===== src/rtl/pgcd_sched_pkg.sv =====
// Shared types and helpers for the pgcd_sched GCD scheduler.
package pgcd_pkg;

  localparam int unsigned PGCD_W = 8;
  localparam int unsigned RR_MAX = 8;

  typedef enum logic [1:0] {
    IDLE = 2'd0,
    LOAD = 2'd1,
    RUN  = 2'd2,
    DONE = 2'd3
  } state_t;

  // Round-robin pick: first valid bit searching last+1, last+2, ... modulo nreq.
  // Scanning from the farthest candidate down lets the nearest one win.
  function automatic int unsigned rr_pick(input logic [RR_MAX-1:0] valid,
                                          input int unsigned        last,
                                          input int unsigned        nreq);
    int unsigned idx;
    int unsigned pick;
    pick = last;
    for (int unsigned k = RR_MAX; k > 0; k--) begin
      idx = last + k;
      if (idx >= nreq) idx = idx - nreq;
      if ((k <= nreq) && valid[idx[2:0]]) pick = idx;
    end
    return pick;
  endfunction

endpackage


===== src/rtl/pgcd_sched_if.sv =====
// Request/response bus between the clients and pgcd_sched.
// Optional rsp_cycles field exists only when PGCD_SCHED_CYCLES_EN is defined.
interface pgcd_sched_if
  import pgcd_pkg::*;
#(
  parameter int unsigned NREQ = 4,
  parameter int unsigned W    = PGCD_W,
  parameter int unsigned IDW  = $clog2(NREQ)
) ();

  logic [NREQ-1:0]   req_valid;
  logic [NREQ-1:0]   req_ready;
  logic [NREQ*W-1:0] req_a;
  logic [NREQ*W-1:0] req_b;
  logic              rsp_valid;
  logic              rsp_ready;
  logic [IDW-1:0]    rsp_id;
  logic [W-1:0]      rsp_pgcd;
  logic              busy;
`ifdef PGCD_SCHED_CYCLES_EN
  logic [W:0]        rsp_cycles;

  modport master (
    output req_valid, req_a, req_b, rsp_ready,
    input  req_ready, rsp_valid, rsp_id, rsp_pgcd, busy, rsp_cycles
  );

  modport slave (
    input  req_valid, req_a, req_b, rsp_ready,
    output req_ready, rsp_valid, rsp_id, rsp_pgcd, busy, rsp_cycles
  );
`else
  modport master (
    output req_valid, req_a, req_b, rsp_ready,
    input  req_ready, rsp_valid, rsp_id, rsp_pgcd, busy
  );

  modport slave (
    input  req_valid, req_a, req_b, rsp_ready,
    output req_ready, rsp_valid, rsp_id, rsp_pgcd, busy
  );
`endif

endinterface


===== src/rtl/pgcd_sched_core.sv =====
// Subtractive GCD engine: load max/min, then iterate until max == min.
// Datapath registers carry no reset; the scheduler always loads before use.
module pgcd_core #(
  parameter int unsigned W = 8
) (
  input  logic         clk,
  input  logic         load,
  input  logic [W-1:0] a,
  input  logic [W-1:0] b,
  output logic         done,
  output logic [W-1:0] result
);

  logic [W-1:0] max_q, max_d;
  logic [W-1:0] min_q, min_d;
  logic [W-1:0] diff_c;

  // Next max/min: ordered load, or one subtract-and-reorder step.
  always_comb begin
    diff_c = max_q - min_q;
    max_d  = max_q;
    min_d  = min_q;
    if (load) begin
      max_d = (a > b) ? a : b;
      min_d = (a > b) ? b : a;
    end else begin
      max_d = (diff_c > min_q) ? diff_c : min_q;
      min_d = (diff_c > min_q) ? min_q : diff_c;
    end
  end

  // Engine registers.
  always_ff @(posedge clk) begin
    max_q <= max_d;
    min_q <= min_d;
  end

  assign done   = (max_q == min_q);
  assign result = max_q;

endmodule


===== src/rtl/pgcd_sched.sv =====
// pgcd_sched: round-robin scheduler sharing one GCD engine between NREQ clients.
// Optional: define PGCD_SCHED_CYCLES_EN to add the rsp_cycles RUN-cycle counter.
module pgcd_sched
  import pgcd_pkg::*;
#(
  parameter int unsigned NREQ = 4,
  parameter int unsigned W    = PGCD_W,
  parameter int unsigned IDW  = $clog2(NREQ)
) (
  input  logic          clk,
  input  logic          rst,
  pgcd_sched_if.slave   bus
);

  state_t         state_q, state_d;
  logic [IDW-1:0] last_q, last_d;
  logic [IDW-1:0] id_q, id_d;
  logic [W-1:0]   a_q, a_d;
  logic [W-1:0]   b_q, b_d;
  logic [W-1:0]   res_q, res_d;
`ifdef PGCD_SCHED_CYCLES_EN
  logic [W:0]     cyc_q, cyc_d;
`endif

  logic [IDW-1:0]  grant_c;
  logic [W-1:0]    a_sel_c, b_sel_c;
  logic            req_any_c;
  logic            bypass_c;
  logic [NREQ-1:0] req_ready_c;
  logic            core_load_c;
  logic            core_done;
  logic [W-1:0]    core_result;

  // Arbitration and operand selection for the current grant candidate.
  assign req_any_c = |bus.req_valid;
  assign grant_c   = IDW'(rr_pick(RR_MAX'(bus.req_valid), 32'(last_q), NREQ));
  assign a_sel_c   = bus.req_a[int'(grant_c)*W +: W];
  assign b_sel_c   = bus.req_b[int'(grant_c)*W +: W];
  assign bypass_c  = (a_sel_c == '0) || (b_sel_c == '0);

  // State register.
  always_ff @(posedge clk or posedge rst) begin
    if (rst) state_q <= IDLE;
    else     state_q <= state_d;
  end

  // Next-state logic.
  always_comb begin
    state_d = state_q;
    case (state_q)
      IDLE: if (req_any_c) state_d = bypass_c ? DONE : LOAD;
      LOAD: state_d = RUN;
      RUN:  if (core_done) state_d = DONE;
      DONE: if (bus.rsp_ready) state_d = IDLE;
      default: state_d = IDLE;
    endcase
  end

  // Outputs decoded from the current state.
  always_comb begin
    req_ready_c = '0;
    if ((state_q == IDLE) && req_any_c) req_ready_c[grant_c] = 1'b1;
    core_load_c = (state_q == LOAD);
  end

  // Job context next values: latch on accept, capture result when the engine converges.
  always_comb begin
    last_d = last_q;
    id_d   = id_q;
    a_d    = a_q;
    b_d    = b_q;
    res_d  = res_q;
`ifdef PGCD_SCHED_CYCLES_EN
    cyc_d  = cyc_q;
`endif
    if ((state_q == IDLE) && req_any_c) begin
      last_d = grant_c;
      id_d   = grant_c;
      a_d    = a_sel_c;
      b_d    = b_sel_c;
      if (bypass_c) res_d = a_sel_c | b_sel_c;
`ifdef PGCD_SCHED_CYCLES_EN
      cyc_d  = '0;
`endif
    end
    if (state_q == RUN) begin
      if (core_done) res_d = core_result;
`ifdef PGCD_SCHED_CYCLES_EN
      if (cyc_q != '1) cyc_d = cyc_q + (W+1)'(1);
`endif
    end
  end

  // Job context registers.
  always_ff @(posedge clk or posedge rst) begin
    if (rst) begin
      last_q <= IDW'(NREQ-1);
      id_q   <= '0;
      a_q    <= '0;
      b_q    <= '0;
      res_q  <= '0;
`ifdef PGCD_SCHED_CYCLES_EN
      cyc_q  <= '0;
`endif
    end else begin
      last_q <= last_d;
      id_q   <= id_d;
      a_q    <= a_d;
      b_q    <= b_d;
      res_q  <= res_d;
`ifdef PGCD_SCHED_CYCLES_EN
      cyc_q  <= cyc_d;
`endif
    end
  end

  pgcd_core #(.W(W)) u_core (
    .clk    (clk),
    .load   (core_load_c),
    .a      (a_q),
    .b      (b_q),
    .done   (core_done),
    .result (core_result)
  );

  assign bus.req_ready = req_ready_c;
  assign bus.rsp_valid = (state_q == DONE);
  assign bus.busy      = (state_q != IDLE);
  assign bus.rsp_id    = id_q;
  assign bus.rsp_pgcd  = res_q;
`ifdef PGCD_SCHED_CYCLES_EN
  assign bus.rsp_cycles = cyc_q;
`endif

endmodule


===== src/flat_wrapper.sv =====
// flat-port wrapper written by rule: the top's interface ports become plain ports
module pgcd_sched_flat import pgcd_pkg::*;
#(
  parameter int unsigned NREQ = 4,
  parameter int unsigned W    = PGCD_W,
  parameter int unsigned IDW  = $clog2(NREQ)
)
  (clk, rst, bus_req_valid, bus_req_a, bus_req_b, bus_rsp_ready, bus_req_ready, bus_rsp_valid, bus_rsp_id, bus_rsp_pgcd, bus_busy);
  pgcd_sched_if #(.NREQ(NREQ), .W(W), .IDW(IDW)) bus_i ();
  input  logic clk;
  input  logic rst;
  input wire logic [$bits(bus_i.req_valid)-1:0] bus_req_valid;
  input wire logic [$bits(bus_i.req_a)-1:0] bus_req_a;
  input wire logic [$bits(bus_i.req_b)-1:0] bus_req_b;
  input wire logic [$bits(bus_i.rsp_ready)-1:0] bus_rsp_ready;
  output wire logic [$bits(bus_i.req_ready)-1:0] bus_req_ready;
  output wire logic [$bits(bus_i.rsp_valid)-1:0] bus_rsp_valid;
  output wire logic [$bits(bus_i.rsp_id)-1:0] bus_rsp_id;
  output wire logic [$bits(bus_i.rsp_pgcd)-1:0] bus_rsp_pgcd;
  output wire logic [$bits(bus_i.busy)-1:0] bus_busy;
  assign bus_i.req_valid = bus_req_valid;
  assign bus_i.req_a = bus_req_a;
  assign bus_i.req_b = bus_req_b;
  assign bus_i.rsp_ready = bus_rsp_ready;
  assign bus_req_ready = bus_i.req_ready;
  assign bus_rsp_valid = bus_i.rsp_valid;
  assign bus_rsp_id = bus_i.rsp_id;
  assign bus_rsp_pgcd = bus_i.rsp_pgcd;
  assign bus_busy = bus_i.busy;
  pgcd_sched #(.NREQ(NREQ), .W(W), .IDW(IDW)) u_core (.clk(clk), .rst(rst), .bus(bus_i));
endmodule

===== config.mk =====
export PLATFORM = sky130hd
export DESIGN_NAME = pgcd_sched_flat
export DESIGN_NICKNAME = d
export VERILOG_FILES = /design/src/rtl/pgcd_sched_pkg.sv /design/src/rtl/pgcd_sched_if.sv /design/src/rtl/pgcd_sched_core.sv /design/src/rtl/pgcd_sched.sv /design/src/flat_wrapper.sv
export SDC_FILE = /design/constraint.sdc
export NUM_CORES = 1
export LEC_CHECK = 0
export CORE_MARGIN = 3
export CORE_UTILIZATION = 56
export DETAILED_ROUTE_END_ITERATION = 12
export PLACE_DENSITY = 0.87
export SKIP_LAST_GASP = 1
export SLEW_MARGIN = 25
export SYNTH_ARGS = -nofsm -noshare
export SYNTH_HDL_FRONTEND = slang
export SYNTH_SLANG_ARGS = --single-unit

===== constraint.sdc =====
create_clock -name clk -period 9.6 [get_ports clk]
set_input_delay 1.92 -clock clk [delete_from_list [all_inputs] [get_ports clk]]
set_output_delay 1.92 -clock clk [all_outputs]
set_load 0.01 [all_outputs]

==> metrics.cfg, run 1 <==
[layout]
post_route_cells_drive_above_1_share = 0.06551
area_growth_syn_to_layout_pct = 24.55
final_area_um2 = 4971
mostFrequentLayoutCell = sky130_fd_sc_hd__clkdlybuf4s50_1
diodes = 0
finish.net_count = 618
layout_common_cells = sky130_fd_sc_hd__clkdlybuf4s50_1 (86), sky130_fd_sc_hd__mux2i_1 (34), sky130_fd_sc_hd__nor3b_1 (32)

[drt]
post_drt_wl_per_cell_um = 18.24
first_iter_violations = 216
route.final.wire_length_mm = 11.22
post-route-drc-count = 0
antenna_left = 0
num_vias = 3797
post_drt_via_cell_ratio = 6.174
drt_pre_antenna_iters = 4

[timing]
max_freq_mhz = 152.2
post-route-worst-setup-slack_ns = 3.030
final.setup.tns_ns = 0
clock_skew_after_layout_ns = 0.006548
slew-limit-headroom = 0.3185
timing.final.max_slew_violations = 0
grt_setup_unrepaired = no
timing.final.hold_violations = 0
finalWorstPathRequiredPeriod_ns = 6.570
transition_time_of_the_tightest_slew_check_pin_ns = 1.022
finalSetupViolCount = 0
fraction_of_the_cycle_the_final_worst_path_needs = 0.6844

[cts]
worstSkewPairLatency_ns = 0.30
cts_tree = yes
cts_max_level = 2
clock_path_buffers = 2
clock_slew_seen_by_the_registers_of_the_worst_setup_and_hold_paths_ns = 0.08
clkSinkCount = 46
cts.hold.buffers_added = 0
cts-resized-gates = 0
clock-root-buffer = sky130_fd_sc_hd__clkbuf_8
post_cts_buffers = 0
cts_inserted_buffers = 5

[critical_path]
endpoint_kind = primary output
cp_data_arrival_time_ns = 4.65
critical_path_class = in -> out
worst_setup_path_start_kind = input port
critPathMaxFanout = 36
crit_required_ns = 7.68

[die]
core_region_area_um2 = 6869
dieHeight_um = 90.43
initial_utilization = 0.5811
chipWidth_um = 90.43
placementRows = 30
io_pins = 87
die-area_um2 = 8177

[grt]
grt_use_total = 0.2732
global_route_congestion_overflow_total = 0
antenna_found_initial = 0
vias_in_the_first_global_route = 3831
grt_first_pass_wirelength_mm = 18.44
maximum_number_of_pins_on_one_net_before_global_route_repair = 52

[yosys]
syn-num-nets = 548
synthesis.area_um2 = 3991
avgSynthCellArea_um2 = 8.909
ys_async_sr_fraction = 0.6522
ys.warnings.count = 0
netlist_instances = 448
synth_flop_type = sky130_fd_sc_hd__dfrtp_1
fraction_of_the_yosys_area_taken_by_sequential_cells = 0.2890
synthDistinctLibCells = 55
ys_seq_elements = 46
count_of_flip_flops_with_a_built_in_enable_after_synthesis = 8

[run_status]
outcome = complete, no violations

[job]
max_cap_viol_count = 0

[place]
place_congestion = 0.9579
dpl-instance-area_um2 = 4872
post-dp-hpwl_mm = 9.019
pre_cts_setup_slack_ns = 3.046
place.port_buffers = 86

[worst_hold_path]
hold_class = reg -> reg

==> cells by family (layout without fill, tap and decap cells) <==
family,after synthesis,after routing,synth area share
and+or+nand+nor,152,152,0.2176
AOI/OAI and AO/OA,121,121,0.2282
buffers and inverters,59,130,0.06834
DFF,46,46,0.2890
muxes,35,35,0.09091
adders and majority gates,29,29,0.09279
xor gates and xnor gates,6,6,0.01317
==> critical path, cell delays in order <==
cell and delay [ns]:
sky130_fd_sc_hd__clkdlybuf4s50_1 0.64, sky130_fd_sc_hd__mux2i_1 0.15, sky130_fd_sc_hd__o221a_1 0.23, sky130_fd_sc_hd__buf_4 0.24, sky130_fd_sc_hd__or2_1 0.38, sky130_fd_sc_hd__buf_4 0.29
sky130_fd_sc_hd__nor3_1 0.21, sky130_fd_sc_hd__clkdlybuf4s50_1 0.57
==> metrics by stage <==
| step | hold WS (ns) | std cells | utilization |
|---|---|---|---|
| floorplan | 0.4580 | 448 | - |
| finish | 0.4945 | 615 | 0.7237 |
| global placement | 0.4932 | 607 | 0.7093 |
| global route | 0.5281 | 615 | 0.7237 |
| detailed placement | 0.4843 | 607 | 0.7093 |
| CTS | 0.5007 | 615 | 0.7226 |
==> cell usage after synthesis (2+ instances only) <==
library cell | count | share of area
sky130_fd_sc_hd__a221oi_1 | 2 | 0.0044
sky130_fd_sc_hd__o21a_1 | 5 | 0.0094
sky130_fd_sc_hd__dfstp_2 | 2 | 0.013
sky130_fd_sc_hd__a211oi_1 | 25 | 0.047
sky130_fd_sc_hd__buf_6 | 4 | 0.011
sky130_fd_sc_hd__dfrtp_1 | 28 | 0.18
sky130_fd_sc_hd__buf_2 | 7 | 0.0088
sky130_fd_sc_hd__nor3b_1 | 32 | 0.060
sky130_fd_sc_hd__o21ai_0 | 12 | 0.015
sky130_fd_sc_hd__o211ai_1 | 3 | 0.0056
sky130_fd_sc_hd__o22ai_1 | 8 | 0.013
sky130_fd_sc_hd__and2_1 | 2 | 0.0031
sky130_fd_sc_hd__mux2i_1 | 34 | 0.085
sky130_fd_sc_hd__nand3_1 | 18 | 0.023
sky130_fd_sc_hd__xnor2_1 | 3 | 0.0066
sky130_fd_sc_hd__nor2b_1 | 6 | 0.0094
sky130_fd_sc_hd__clkbuf_1 | 16 | 0.015
sky130_fd_sc_hd__nand2_1 | 27 | 0.025
sky130_fd_sc_hd__nand3b_1 | 8 | 0.015
sky130_fd_sc_hd__o31ai_1 | 17 | 0.032
sky130_fd_sc_hd__a21oi_1 | 21 | 0.026
sky130_fd_sc_hd__nand4_1 | 3 | 0.0047
sky130_fd_sc_hd__nor4_1 | 17 | 0.027
sky130_fd_sc_hd__o21bai_1 | 2 | 0.0038
sky130_fd_sc_hd__and3_1 | 9 | 0.014
sky130_fd_sc_hd__a211oi_2 | 7 | 0.022
sky130_fd_sc_hd__edfxtp_1 | 8 | 0.060
sky130_fd_sc_hd__or3_1 | 2 | 0.0031
sky130_fd_sc_hd__xor2_1 | 3 | 0.0066
sky130_fd_sc_hd__ha_1 | 28 | 0.088
sky130_fd_sc_hd__a21o_1 | 4 | 0.0075
sky130_fd_sc_hd__dfxtp_1 | 8 | 0.040
sky130_fd_sc_hd__a31oi_1 | 2 | 0.0031
sky130_fd_sc_hd__nor3_1 | 8 | 0.010
sky130_fd_sc_hd__o211ai_2 | 3 | 0.0094
sky130_fd_sc_hd__nor2_1 | 16 | 0.015
sky130_fd_sc_hd__inv_1 | 30 | 0.028
==> cell type report <==
class                      instances  area (µm²)
clock buffer                       7       86.33
inverter                          30       112.6
clock inverter                     1       5.005
tap                               96       120.1
sequential                        46        1154
timing repair buffer              92       905.9
multi-input combinational        343        2587
fill                             505        1898
==> metal layers <==
layer  global-route usage  vias up  part of all wire
li1                     -     1834                 -
met1               0.3580     1761              0.44
met2               0.4387      170              0.45
met3              0.04333       32             0.063
met4               0.1339        0             0.043
met5                    0        -                 0
==> state kept, by name, indices dropped and copies added, names as in the netlist <==
register	cells
u_core.a_q	8
u_core.b_q	8
u_core.u_core.result	8
u_core.u_core.min_q	8
u_core.last_q	2
u_core.bus.rsp_pgcd	8
u_core.bus.rsp_id	2
u_core.state_q	2
==> final timing paths <==
kind | startpoint | to | slack, ns | cells after the start
worst max register to register | u_core.u_core.min_q[1]$_DFFE_PP_ | u_core.u_core.min_q[6]$_DFFE_PP_ | 5.91 | 15
max in group asynchronous | rst | u_core.b_q[2]$_DFFE_PP0P_ | 7.20 | 2
worst max-delay path | bus_req_valid[3] | bus_req_ready[2] | 3.03 | 8
min in group asynchronous | rst | u_core.bus.rsp_id[0]$_DFFE_PP0P_ | 2.00 | 2
worst min-delay path | u_core.bus.rsp_id[0]$_DFFE_PP0P_ | u_core.bus.rsp_id[0]$_DFFE_PP0P_ | 0.49 | 2
worst min register to register | u_core.bus.rsp_id[0]$_DFFE_PP0P_ | u_core.bus.rsp_id[0]$_DFFE_PP0P_ | 0.49 | 2
Power of run 1 is not shown: default switching activity piles up to over one toggle a cycle in this logic, so the estimate is an artifact.
==> run 2: changes to the inputs <==
CORE_UTILIZATION = 47   (was 56)
PLACE_DENSITY = 0.78   (was 0.87)
clock period = 5.49 ns   (was 9.6 ns; I/O delays follow)
==> run 2 against run 1 <==
  * Non-clock buffer count increased by 1
  * Clock-buffer cell count unchanged
  * First-iteration DRC count decreased by 13%
  * Cell count rose by 1.1%
  * Critical path depth decreased by 2
  * Sequential share of layout area is 0.070 points lower
  * Core utilization down 9.8 points
  * Clock skew is 0.0019 ns lower
  * Design area up 0.30%
==> metrics.cfg, run 2 (synthesis results as in run 1) <==
[timing]
finalWorstPathRequiredPeriod_ns = 4.790
final.setup.tns_ns = 0  ; unchanged
slew-limit-headroom = 0.3592  ; was 0.3185
timing.final.hold_violations = 0  ; unchanged
max_freq_mhz = 208.8
transition_time_of_the_tightest_slew_check_pin_ns = 0.9611  ; was 1.022 ns
clock_skew_after_layout_ns = 0.004674  ; was 0.006548 ns
timing.final.max_slew_violations = 0  ; unchanged
grt_setup_unrepaired = no  ; unchanged
fraction_of_the_cycle_the_final_worst_path_needs = 0.8725
finalSetupViolCount = 0  ; unchanged

[critical_path]
critical_path_class = in -> out  ; unchanged
crit_path_max_incr_delay_ns = 0.61  ; was 0.64 ns
crit_required_ns = 4.39  ; was 7.68 ns
worst_setup_path_start_kind = input port  ; unchanged
path_common_cell = sky130_fd_sc_hd__clkdlybuf4s50_1
critPathSlowestCell = sky130_fd_sc_hd__clkdlybuf4s50_1  ; unchanged
endpoint_kind = primary output  ; unchanged
cp_data_arrival_time_ns = 3.69  ; was 4.65 ns
critPathMaxFanout = 21  ; was 36
path_cells = clkdlybuf4s50_1 > mux4_2 > and3_4 > or2_4 > nor3_1 > clkdlybuf4s50_1  ; was clkdlybuf4s50_1 > mux2i_1 > o221a_1 > buf_4 > or2_1 > buf_4 > nor3_1 > clkdlybuf4s50_1

[run_status]
outcome = complete, no violations  ; unchanged

[die]
placementRows = 32  ; was 30
die-area_um2 = 9634  ; was 8177 µm²
chipWidth_um = 98.16  ; was 90.43 µm
initial_utilization = 0.5009  ; was 0.5811
core_region_area_um2 = 7968  ; was 6869 µm²
dieHeight_um = 98.16  ; was 90.43 µm
io_pins = 87  ; unchanged

[job]
max_cap_viol_count = 0  ; unchanged

[cts]
cts_inserted_buffers = 5  ; unchanged
cts_tree = yes  ; unchanged
worstSkewPairLatency_ns = 0.30  ; about the same
clkSinkCount = 46  ; unchanged
cts-resized-gates = 0  ; unchanged
post_cts_buffers = 0  ; unchanged
cts_max_level = 2  ; unchanged
clock_path_buffers = 2  ; unchanged
clock_slew_seen_by_the_registers_of_the_worst_setup_and_hold_paths_ns = 0.08  ; about the same
cts.hold.buffers_added = 0  ; unchanged
clock-root-buffer = sky130_fd_sc_hd__clkbuf_8  ; unchanged

[grt]
maximum_number_of_pins_on_one_net_before_global_route_repair = 36  ; was 52
global_route_congestion_overflow_total = 0  ; unchanged
grt_use_total = 0.2333  ; was 0.2732
vias_in_the_first_global_route = 3628  ; was 3831
antenna_found_initial = 0  ; unchanged
grt_first_pass_wirelength_mm = 18.39  ; was 18.44 mm

[layout]
area_growth_syn_to_layout_pct = 24.92  ; was 24.55%
layout_common_cells = sky130_fd_sc_hd__clkdlybuf4s50_1 (86), sky130_fd_sc_hd__mux2i_1 (34), sky130_fd_sc_hd__nor3b_1 (32)  ; unchanged
mostFrequentLayoutCell = sky130_fd_sc_hd__clkdlybuf4s50_1  ; unchanged
finish.net_count = 619  ; was 618
final_core_util = 0.6258  ; was 0.7237
post_route_cells_drive_above_1_share = 0.06731  ; was 0.06551
diodes = 0  ; unchanged

[drt]
post_drt_via_cell_ratio = 6.079  ; was 6.174
route.final.wire_length_mm = 11.37  ; was 11.22 mm
antenna_left = 0  ; unchanged
drt_pre_antenna_iters = 4  ; unchanged
post_drt_wl_per_cell_um = 18.29  ; was 18.24 µm
num_vias = 3781  ; was 3797
first_iter_violations = 187  ; was 216
post-route-drc-count = 0  ; unchanged

[place]
place.port_buffers = 86  ; unchanged
post-dp-hpwl_mm = 9.223  ; was 9.019 mm
place_congestion = 0.9813  ; was 0.9579

[worst_hold_path]
hold_class = reg -> reg  ; unchanged

run 2: cell count changes in the layout (fill, tap and decap cells not counted), sizes merged:
cell / before / now
buf: 6 / 7
run 2: path summary, 6_finish.rpt:
path / start / end / slack, ns / cells after the start
max in group asynchronous: rst / u_core.b_q[5]$_DFFE_PP0P_ / 3.91 / 2
hold / removal: u_core.bus.rsp_id[0]$_DFFE_PP0P_ / u_core.bus.rsp_id[0]$_DFFE_PP0P_ / 0.53 / 2
min in group asynchronous: rst / u_core.bus.rsp_id[1]$_DFFE_PP0P_ / 1.19 / 2
setup reg to reg: u_core.u_core.min_q[0]$_DFFE_PP_ / u_core.u_core.min_q[2]$_DFFE_PP_ / 1.62 / 17
setup / recovery: bus_req_valid[3] / bus_req_ready[3] / 0.70 / 6
hold reg to reg: u_core.bus.rsp_id[0]$_DFFE_PP0P_ / u_core.bus.rsp_id[0]$_DFFE_PP0P_ / 0.53 / 2
run 2: cell type report:
cell class / instances / area [µm²]
fill: 662 / 2982
multi-input combinational: 343 / 2587
sequential: 46 / 1154
timing repair buffer: 93 / 913.4
tap: 102 / 127.6
inverter: 30 / 112.6
clock buffer: 7 / 86.33
clock inverter: 1 / 5.005
run 2: worst max-delay path: cells and delay by family:
kind,cells,cell delay (ns)
buf+inv,2,1.15
simple gates,3,0.91
mux,1,0.54
run 2: through the flow:
stage	cells	worst slack (ns)	cell area [µm²]	hold slack, ns
global placement	614	0.7147	4887	0.4858
floorplan	448	1.782	3991	0.4580
CTS	622	0.6799	4979	0.5150
finish	622	0.6997	4986	0.5268
global route	622	0.6402	4986	0.5514
detailed placement	614	0.6783	4887	0.4920
run 2: layer usage:
layer  GRT usage  vias to the layer above  share of wire
li1            -                     1835              -
met1      0.3170                     1750           0.45
met2      0.3812                      182           0.47
met3     0.04571                       14          0.070
met4     0.06303                        0          0.014
met5           0                        -              0
Power of run 2 is left out for the same reason.
